File: src/rtl/dnn_pkg.sv
// Shared widths and types for the DNN accuracy monitor slice.
package dnn_pkg;

  localparam int EPOCH_W = 16;

  // Width of a count that must be able to hold 0..window inclusive.
  function automatic int win_w(input int window);
    return $clog2(window + 1);
  endfunction

  // Index width for 0..tc-1; never below one bit.
  function automatic int tc_w(input int tc);
    return (tc > 1) ? $clog2(tc) : 1;
  endfunction

  function automatic int ptr_w(input int n);
    return (n > 1) ? $clog2(n) : 1;
  endfunction

  typedef struct packed {
    logic valid;
    logic correct;
  } case_res_t;

endpackage

File: src/rtl/correct_window.sv
// Circular buffer of the last WINDOW case results with a running count of ones.
module correct_window
  import dnn_pkg::*;
#(
  parameter int WINDOW = 100
) (
  input  logic                     clk,
  input  logic                     reset,
  input  logic                     clear,
  input  logic                     push,
  input  logic                     bit_in,
  output logic [win_w(WINDOW)-1:0] count
);

  localparam int CW = win_w(WINDOW);
  localparam int PW = ptr_w(WINDOW);

  logic [WINDOW-1:0] r_buf;
  logic [PW-1:0]     r_ptr;
  logic [CW-1:0]     r_count;
  logic              w_evict;

  assign w_evict = r_buf[r_ptr];

  // Slots not yet written hold 0, so the count covers min(cases, WINDOW).
  always_ff @(posedge clk or posedge reset) begin
    if (reset) begin
      r_buf   <= '0;
      r_ptr   <= '0;
      r_count <= '0;
    end else if (clear) begin
      r_buf   <= '0;
      r_ptr   <= '0;
      r_count <= '0;
    end else if (push) begin
      r_buf[r_ptr] <= bit_in;
      r_count      <= r_count + CW'(bit_in) - CW'(w_evict);
      r_ptr        <= (r_ptr == PW'(WINDOW - 1)) ? '0 : r_ptr + PW'(1);
    end
  end

  assign count = r_count;

endmodule

File: src/rtl/dnn_accuracy_monitor.sv
// Scores streamed DNN output beats per training case and tracks totals,
// recent-window accuracy and epoch position.
module dnn_accuracy_monitor
  import dnn_pkg::*;
#(
  parameter int N_OUT   = 16,
  parameter int N_VALID = 10,
  parameter int P       = 1,
  parameter int WINDOW  = 100,
  parameter int TC      = 50000,
  parameter int CNT_W   = 32
) (
  input  logic                     clk,
  input  logic                     reset,
  input  logic                     clear,
  input  logic                     out_valid,
  input  logic [P-1:0]             a_out,
  input  logic [P-1:0]             y_out,
  output logic                     case_valid,
  output logic                     case_correct,
  output logic [CNT_W-1:0]         num_train,
  output logic [CNT_W-1:0]         total_error,
  output logic [win_w(WINDOW)-1:0] recent_correct,
  output logic [tc_w(TC)-1:0]      sel_tc,
  output logic [EPOCH_W-1:0]       epoch,
  output logic                     epoch_done
);

  localparam int BEATS = N_OUT / P;
  localparam int BW    = ptr_w(BEATS);
  localparam int TW    = tc_w(TC);

  logic [BW-1:0]      r_beat;
  logic               r_mis;
  logic               r_case_valid;
  logic               r_case_correct;
  logic [CNT_W-1:0]   r_num;
  logic [CNT_W-1:0]   r_err;
  logic [TW-1:0]      r_sel;
  logic [EPOCH_W-1:0] r_epoch;
  logic               r_epoch_done;

  logic [P-1:0] w_lane_mis;
  logic         w_beat_mis;
  logic         w_wrap;
  case_res_t    w_res;

  // Padding neurons (index >= N_VALID) never count as mismatches.
  for (genvar g = 0; g < P; g++) begin : g_lane
    assign w_lane_mis[g] = (a_out[g] != y_out[g]) &&
                           ((int'(r_beat) * P + g) < N_VALID);
  end

  assign w_beat_mis    = |w_lane_mis;
  assign w_res.valid   = out_valid && (r_beat == BW'(BEATS - 1));
  assign w_res.correct = !(r_mis || w_beat_mis);
  assign w_wrap        = (r_sel == TW'(TC - 1));

  // Clear takes priority over a coincident beat, dropping any partial case.
  always_ff @(posedge clk or posedge reset) begin
    if (reset) begin
      r_beat         <= '0;
      r_mis          <= 1'b0;
      r_case_valid   <= 1'b0;
      r_case_correct <= 1'b0;
      r_num          <= '0;
      r_err          <= '0;
      r_sel          <= '0;
      r_epoch        <= '0;
      r_epoch_done   <= 1'b0;
    end else if (clear) begin
      r_beat         <= '0;
      r_mis          <= 1'b0;
      r_case_valid   <= 1'b0;
      r_case_correct <= 1'b0;
      r_num          <= '0;
      r_err          <= '0;
      r_sel          <= '0;
      r_epoch        <= '0;
      r_epoch_done   <= 1'b0;
    end else begin
      r_case_valid <= w_res.valid;
      r_epoch_done <= w_res.valid && w_wrap;
      if (out_valid) begin
        r_beat <= w_res.valid ? '0 : r_beat + BW'(1);
        r_mis  <= w_res.valid ? 1'b0 : (r_mis || w_beat_mis);
      end
      if (w_res.valid) begin
        r_case_correct <= w_res.correct;
        if (r_num != '1)
          r_num <= r_num + CNT_W'(1);
        if (!w_res.correct && (r_err != '1))
          r_err <= r_err + CNT_W'(1);
        if (w_wrap) begin
          r_sel <= '0;
          if (r_epoch != '1)
            r_epoch <= r_epoch + EPOCH_W'(1);
        end else begin
          r_sel <= r_sel + TW'(1);
        end
      end
    end
  end

  correct_window #(
    .WINDOW (WINDOW)
  ) u_window (
    .clk    (clk),
    .reset  (reset),
    .clear  (clear),
    .push   (w_res.valid),
    .bit_in (w_res.correct),
    .count  (recent_correct)
  );

  assign case_valid   = r_case_valid;
  assign case_correct = r_case_correct;
  assign num_train    = r_num;
  assign total_error  = r_err;
  assign sel_tc       = r_sel;
  assign epoch        = r_epoch;
  assign epoch_done   = r_epoch_done;

endmodule

File: config.mk
export PLATFORM = sky130hd
export DESIGN_NAME = dnn_accuracy_monitor
export DESIGN_NICKNAME = d
export VERILOG_FILES = /design/src/rtl/dnn_pkg.sv /design/src/rtl/correct_window.sv /design/src/rtl/dnn_accuracy_monitor.sv
export SDC_FILE = /design/constraint.sdc
export NUM_CORES = 1
export LEC_CHECK = 0
export ABC_AREA = 1
export CAP_MARGIN = 5
export CORE_UTILIZATION = 50
export DETAILED_ROUTE_END_ITERATION = 7
export MAX_ROUTING_LAYER = met4
export PLACE_DENSITY = 0.77
export SYNTH_ARGS = -nofsm -noshare
export SYNTH_HDL_FRONTEND = slang
export SYNTH_SLANG_ARGS = --single-unit
File: constraint.sdc
create_clock -name clk -period 8.6 [get_ports clk]
set_clock_uncertainty 0.2 [all_clocks]
set_input_delay 0.86 -clock clk [delete_from_list [all_inputs] [get_ports clk]]
set_output_delay 0.86 -clock clk [all_outputs]
set_load 0.02 [all_outputs]
* After elaboration in Yosys (flattened, before gate mapping)
Index checks and enable logic that the tools add are counted.
** Storage, ports and cells
- Bits in registers :: 218
- Bits of input ports :: 6
- Output and inout port bits :: 106
- Logic and storage cells :: 81
** Operators by class
- Add/subtract/negate cells :: 8
- $lt $le $gt $ge :: 3
- Eq/ne operators :: 7
- Mux-type cells :: 35
- Reduce and logical (&&, ||, !) cells :: 16
** Operators by type and width (count)
- $mux 100 :: 2
- $mux 32 :: 6
- $mux 16 :: 7
- $bwmux 100 :: 1
- $add 32x1->32 const B :: 2
- $ne 32x32->1 const B :: 2
- $mux 7 :: 5
- $add 16x1->16 const B :: 2
- $eq 16x16->1 const B :: 1
- $ne 16x16->1 const B :: 1
- $mux 4 :: 3
- $reduce_bool 2->1 :: 6
- $mux 1 :: 9
- $lt 7x8->1 const B :: 1
- $add 7x1->7 :: 1
- $add 7x1->7 const B :: 1
- $bmux 1 s7 :: 1
- $demux 1 s7 :: 1
- $eq 7x7->1 const B :: 1
- $ge 7x1->1 const B :: 1
- $sub 7x1->7 :: 1
- $logic_and 1x1->1 :: 5
- $add 4x1->4 const B :: 1
- $eq 4x4->1 const B :: 1
- 6 further kinds :: 7

* Logic depth before layout (Yosys ltp)
- Depth after elaboration :: 8
- Depth in mapped cells :: 25
- Mapped depth without buffers :: 24

* Cells and area by module
A second synthesis with hierarchy kept.
** Unflattened totals
- Cells, all modules :: 1970
- Area total of the unflattened synthesis :: 13548.0 µm²
** Modules (own cells, without submodules)
- dnn_accuracy_monitor :: times used 1, cells an instance 1022, area each 6836.6 µm², seq. area each 2602.5 µm²
- correct_window :: times used 1, cells an instance 948, area each 6711.4 µm², seq. area each 2852.7 µm²

* Worst setup path after synthesis
Ideal clock, no wire load.
- Path type :: reg2reg
- Start :: register u_window.r_ptr[0]
- End :: register u_window.r_count[6] (netlist: u_window.count[6])
- Setup time :: 0.083 ns
- Data arrival time :: 2.940 ns
- Data required time :: 8.317 ns
- Setup slack :: 5.378 ns
- Cell stages (with the launch flop) :: 25
- Buffers on the path :: 2
- Clock period less this slack :: 3.222 ns
- Cell sequence :: dfrtp_1 buf_2 buf_2 o21ai_0 nand2_1 nand2_1 nand2_1 nand2_1 nand2_1 nand2_1 nor2_1 nor2_1 nor2_1 nand2_1 ha_1 inv_1 ha_1 inv_1 fa_1 o21ai_0 nand2_1 nand2_1 a21oi_1 xor2_1 o21ai_0
** On the way
- Word-level cells in the longest chain between the ends :: 5
** Ends and longest elaborated chain
- start: declaration :: RTL line correct_window.sv:19 : logic [PW-1:0] r_ptr;
- start signal: assignment :: RTL line correct_window.sv:38 : r_ptr <= (r_ptr == PW'(WINDOW - 1)) ? '0 : r_ptr + PW'(1);
- $bmux 1 s7 :: RTL line correct_window.sv:23 : assign w_evict = r_buf[r_ptr];
- $mux 1 (implied by the code) :: RTL line correct_window.sv:23
- $sub 7x1->7 :: RTL line correct_window.sv:37 : r_count <= r_count + CW'(bit_in) - CW'(w_evict);
- $mux 7 :: RTL line correct_window.sv:35 : end else if (push) begin
- $mux 7 :: RTL line correct_window.sv:31 : end else if (clear) begin
- end signal: assignment :: RTL line correct_window.sv:37
- end: declaration :: RTL line correct_window.sv:20 : logic [CW-1:0] r_count;
No other way between the ends. The select of a mux whose other input is x is not followed.
A chain may end at the register's enable or synchronous reset.

* Final worst setup path
Ends and elaborated chain as after synthesis.

==> flow_metrics.tcl <==
set metrics [dict create \
    chipHeight_um 165 \
    detailedPlace.worstSlack_ns 4.01 \
    antenna_found_initial 0 \
    rows 59 \
    reg2regPathDepth 25 \
    slew_violations 0 \
    whs_path_depth 2 \
    crit_fanout 41 \
    grt_pass1_vias 12400 \
    hpwl_um 23300 \
    cts_hold_buf 0 \
    n_fill_cell 2388 \
    ir_worst_vdd_mv 0.107 \
    timing.hold.ws_ns 0.283 \
    grt_usage 0.282 \
    core_area_sq_mm 0.0261 \
    rrSetupSlack_ns 3.95 \
    synth_xor_area_frac 0.0289 \
    cts_buffers 26 \
    netlist_instances 1876 \
    ys_seq_area_frac 0.409 \
    drt_wl_total_um 36900 \
    boundaryPins 112 \
    hold_start "r_mis$_DFFE_PP0P_" \
    clk-insertion-delay-late_ns 0.53 \
    drive_above_1_share 0.0579 \
    nets 1954 \
    ant_nets 0 \
    antenna_cells 0 \
    max-slew-margin-rel 0.239 \
    crit_required_ns 8.85 \
    setup.worst_path.start_class "flop" \
    cts-resized-gates 0 \
    viasPerCell 5.66 \
    finalHoldViolCount 0 \
    r2r_start "u_window.r_ptr[0]$_DFFE_PP0P_" \
    power_density_mw_per_mm2 149 \
    violations "DRC" \
    syn_area_per_cell_sq_um 7.11 \
    p_leak_nw 6.15 \
    vias 12900 \
    synth_top_family_by_area "simple AND/OR/NAND/NOR gates" \
    setup_tns_ns 0 \
    synth.distinct_cells 46 \
    r2r-end "u_window.count[6]$_DFFE_PP0P_" \
    synth-seq-cells 218 \
    period_share 0.541 \
    cts.clk_slew.worst_paths_ns 0.07 \
    synth-compound-area-share 0.155 \
    yosysWarningCount 0 \
    gp_congestion 0.938 \
    setup_slack_ns 3.95 \
    htreeDepth 1 \
    cts_tree "yes" \
    area_growth_pct 15.2 \
    drv_cap 0 \
    grt_max_degree 150 \
    critPathKind "reg -> reg" \
    cts.sinks 218 \
    post-route-min-period_ns 4.65 \
    synth-async-reset-ratio 1.00 \
    setup_viol 0 \
    syn_nets 1896 \
    ys.flop_type "dfrtp_1" \
    fp.dieArea_sq_mm 0.0273 \
    drc 10 \
    max_freq_mhz 215 \
    cts_root_buf "clkbuf_16" \
    status "finished with violations" \
    yosys.area_share.simple 0.285 \
    arrival_ns 4.90 \
    worst_slew_pin_slew_ns 1.14 \
    portBuffers 111 \
    synth_edf_count 0 \
    grt_pass1_wl_um 61100 \
    syn_area_sq_mm 0.0133 \
    drt_iter0_drc 1293 \
    synth_fa_ha_area_frac 0.0137 \
    firstDrtPassIters 8 \
    min_path_type "reg -> reg" \
    start_util 0.511 \
    worst_setup_path_end_kind "flop" \
    crit_start "u_window.r_ptr[0]$_DFFE_PP0P_" \
    die_w_um 165 \
    overflow 0 \
    rsz0062_at_grt "false" \
    routedWlPerCell_um 16.1 \
    cts_buffer_depth 3 \
    postCtsSetupBuffers 0 \
    min_to "r_mis$_DFFE_PP0P_" \
    synthMuxAreaShare 0.000750 \
]
-- routing by layer --
layer / track usage / up-vias / share of wire
li1: - / 6208 / -
met1: 0.383 / 6178 / 0.44
met2: 0.447 / 493 / 0.47
met3: 0.0352 / 66 / 0.070
met4: 0.0711 / 0 / 0.018
met5: - / - / 0
-- where the power goes --
| group | switching (mW) | leakage (nW) | internal (mW) |
|---|---|---|---|
| Clock | 0.462 | 0.460 | 0.739 |
| Sequential | 0.00115 | 3.04 | 1.03 |
| Combinational | 0.0539 | 2.65 | 0.00979 |
| Total | 0.517 | 6.15 | 1.78 |
-- sequential cells by signal, summed over array words and instances, names as in the netlist --
signal          flops
u_window.count      7
total_error        32
epoch_done          1
u_window.r_buf    100
r_mis               1
u_window.r_ptr      7
sel_tc             16
num_train          32
case_valid          1
case_correct        1
r_beat              4
epoch              16
-- kinds of logic (layout without fill, tap and decap cells) --
family / after synthesis / in the layout
multiplexers: 1 / 1
XOR/XNOR: 44 / 44
adder cells (fa/ha/maj): 14 / 14
buffers and inverters: 342 / 418
AO/OA/AOI/OAI: 354 / 354
AND/OR/NAND/NOR: 903 / 903
flip-flops: 218 / 218
-- how the worst max path moves through the flow --
stage,to
detailed placement,u_window.count[6]$_DFFE_PP0P_
finish,u_window.count[6]$_DFFE_PP0P_
CTS,u_window.count[6]$_DFFE_PP0P_
global placement,u_window.r_buf[59]$_DFFE_PP0P_
global route,u_window.count[6]$_DFFE_PP0P_
floorplan,case_correct$_DFFE_PP0P_
-- placed cells by master (no fill, tap or decap), drive strengths merged --
cell	n
clkinv	6
nor3b	1
nand2	481
o31ai	22
nand3	86
a32o	1
xnor2	10
o21a	1
inv	256
ha	13
nand4	33
a22o	1
clkbuf	35
bufinv	4
nand3b	6
buf	7
clkdlybuf4s50	110
and2	2
or2	3
nor3	36
xor2	34
o21bai	4
o22ai	115
a31oi	1
nor4	3
a21oi	20
fa	1
mux2i	1
nor2	252
dfrtp	218
o21ai	189
-- per-stage QoR --
| stage | cell area (sq um) | total power [mW] | instances | utilization |
|---|---|---|---|---|
| after detailed placement | 14400 | 1.11 | 2241 | 0.553 |
| after global placement | 14400 | 1.11 | 2241 | 0.553 |
| final | 15400 | 2.29 | 2287 | 0.588 |
| after global routing | 15400 | 2.35 | 2287 | 0.588 |
| after CTS | 15400 | 2.31 | 2287 | 0.588 |
| after floorplan | 13300 | 1.09 | 1876 | - |
-- area by class of cell --
type                    count  area (sq um)  share of cell area
well taps                 335           419              0.0273
clock buffers              35           756              0.0492
inverters                 255           967              0.0629
repair buffers            117          1150              0.0750
clock inverters            11           176              0.0115
multi-input cells        1316          6450               0.419
flip-flops and latches    218          5460               0.355
-- cell usage after synthesis, drive strengths merged, types with 20 or more instances --
| cell type | instances | area share |
|---|---|---|
| nand2 | 481 | 0.14 |
| inv | 253 | 0.071 |
| nor2 | 252 | 0.073 |
| dfrtp | 218 | 0.41 |
| o21ai | 189 | 0.075 |
| o22ai | 115 | 0.054 |
| nand3 | 86 | 0.034 |
| buf | 48 | 0.026 |
| clkbuf | 39 | 0.011 |
| nor3 | 36 | 0.015 |
| xor2 | 34 | 0.022 |
| nand4 | 33 | 0.015 |
| o31ai | 22 | 0.013 |
| a21oi | 20 | 0.0075 |
-- worst max-delay path: stages, from the launching register on --
cell and delay, ns:
dfrtp_2 0.79, buf_4 0.50, inv_2 0.35, nand2_1 0.14, nand2_1 0.06, nand2_1 0.06, nand2_1 0.09, nand2_1 0.07
nand2_1 0.07, nand2_1 0.06, nand2_1 0.05, nor2_1 0.09, nor2_1 0.04, nor2_1 0.19, nand2_1 0.09, ha_1 0.27
inv_1 0.06, ha_1 0.15, inv_1 0.05, fa_1 0.40, o21ai_0 0.25, nand2_1 0.10, nand2_1 0.07, a21oi_1 0.07
xor2_1 0.14, o21ai_0 0.14
Power figures use the tool's default switching activity.
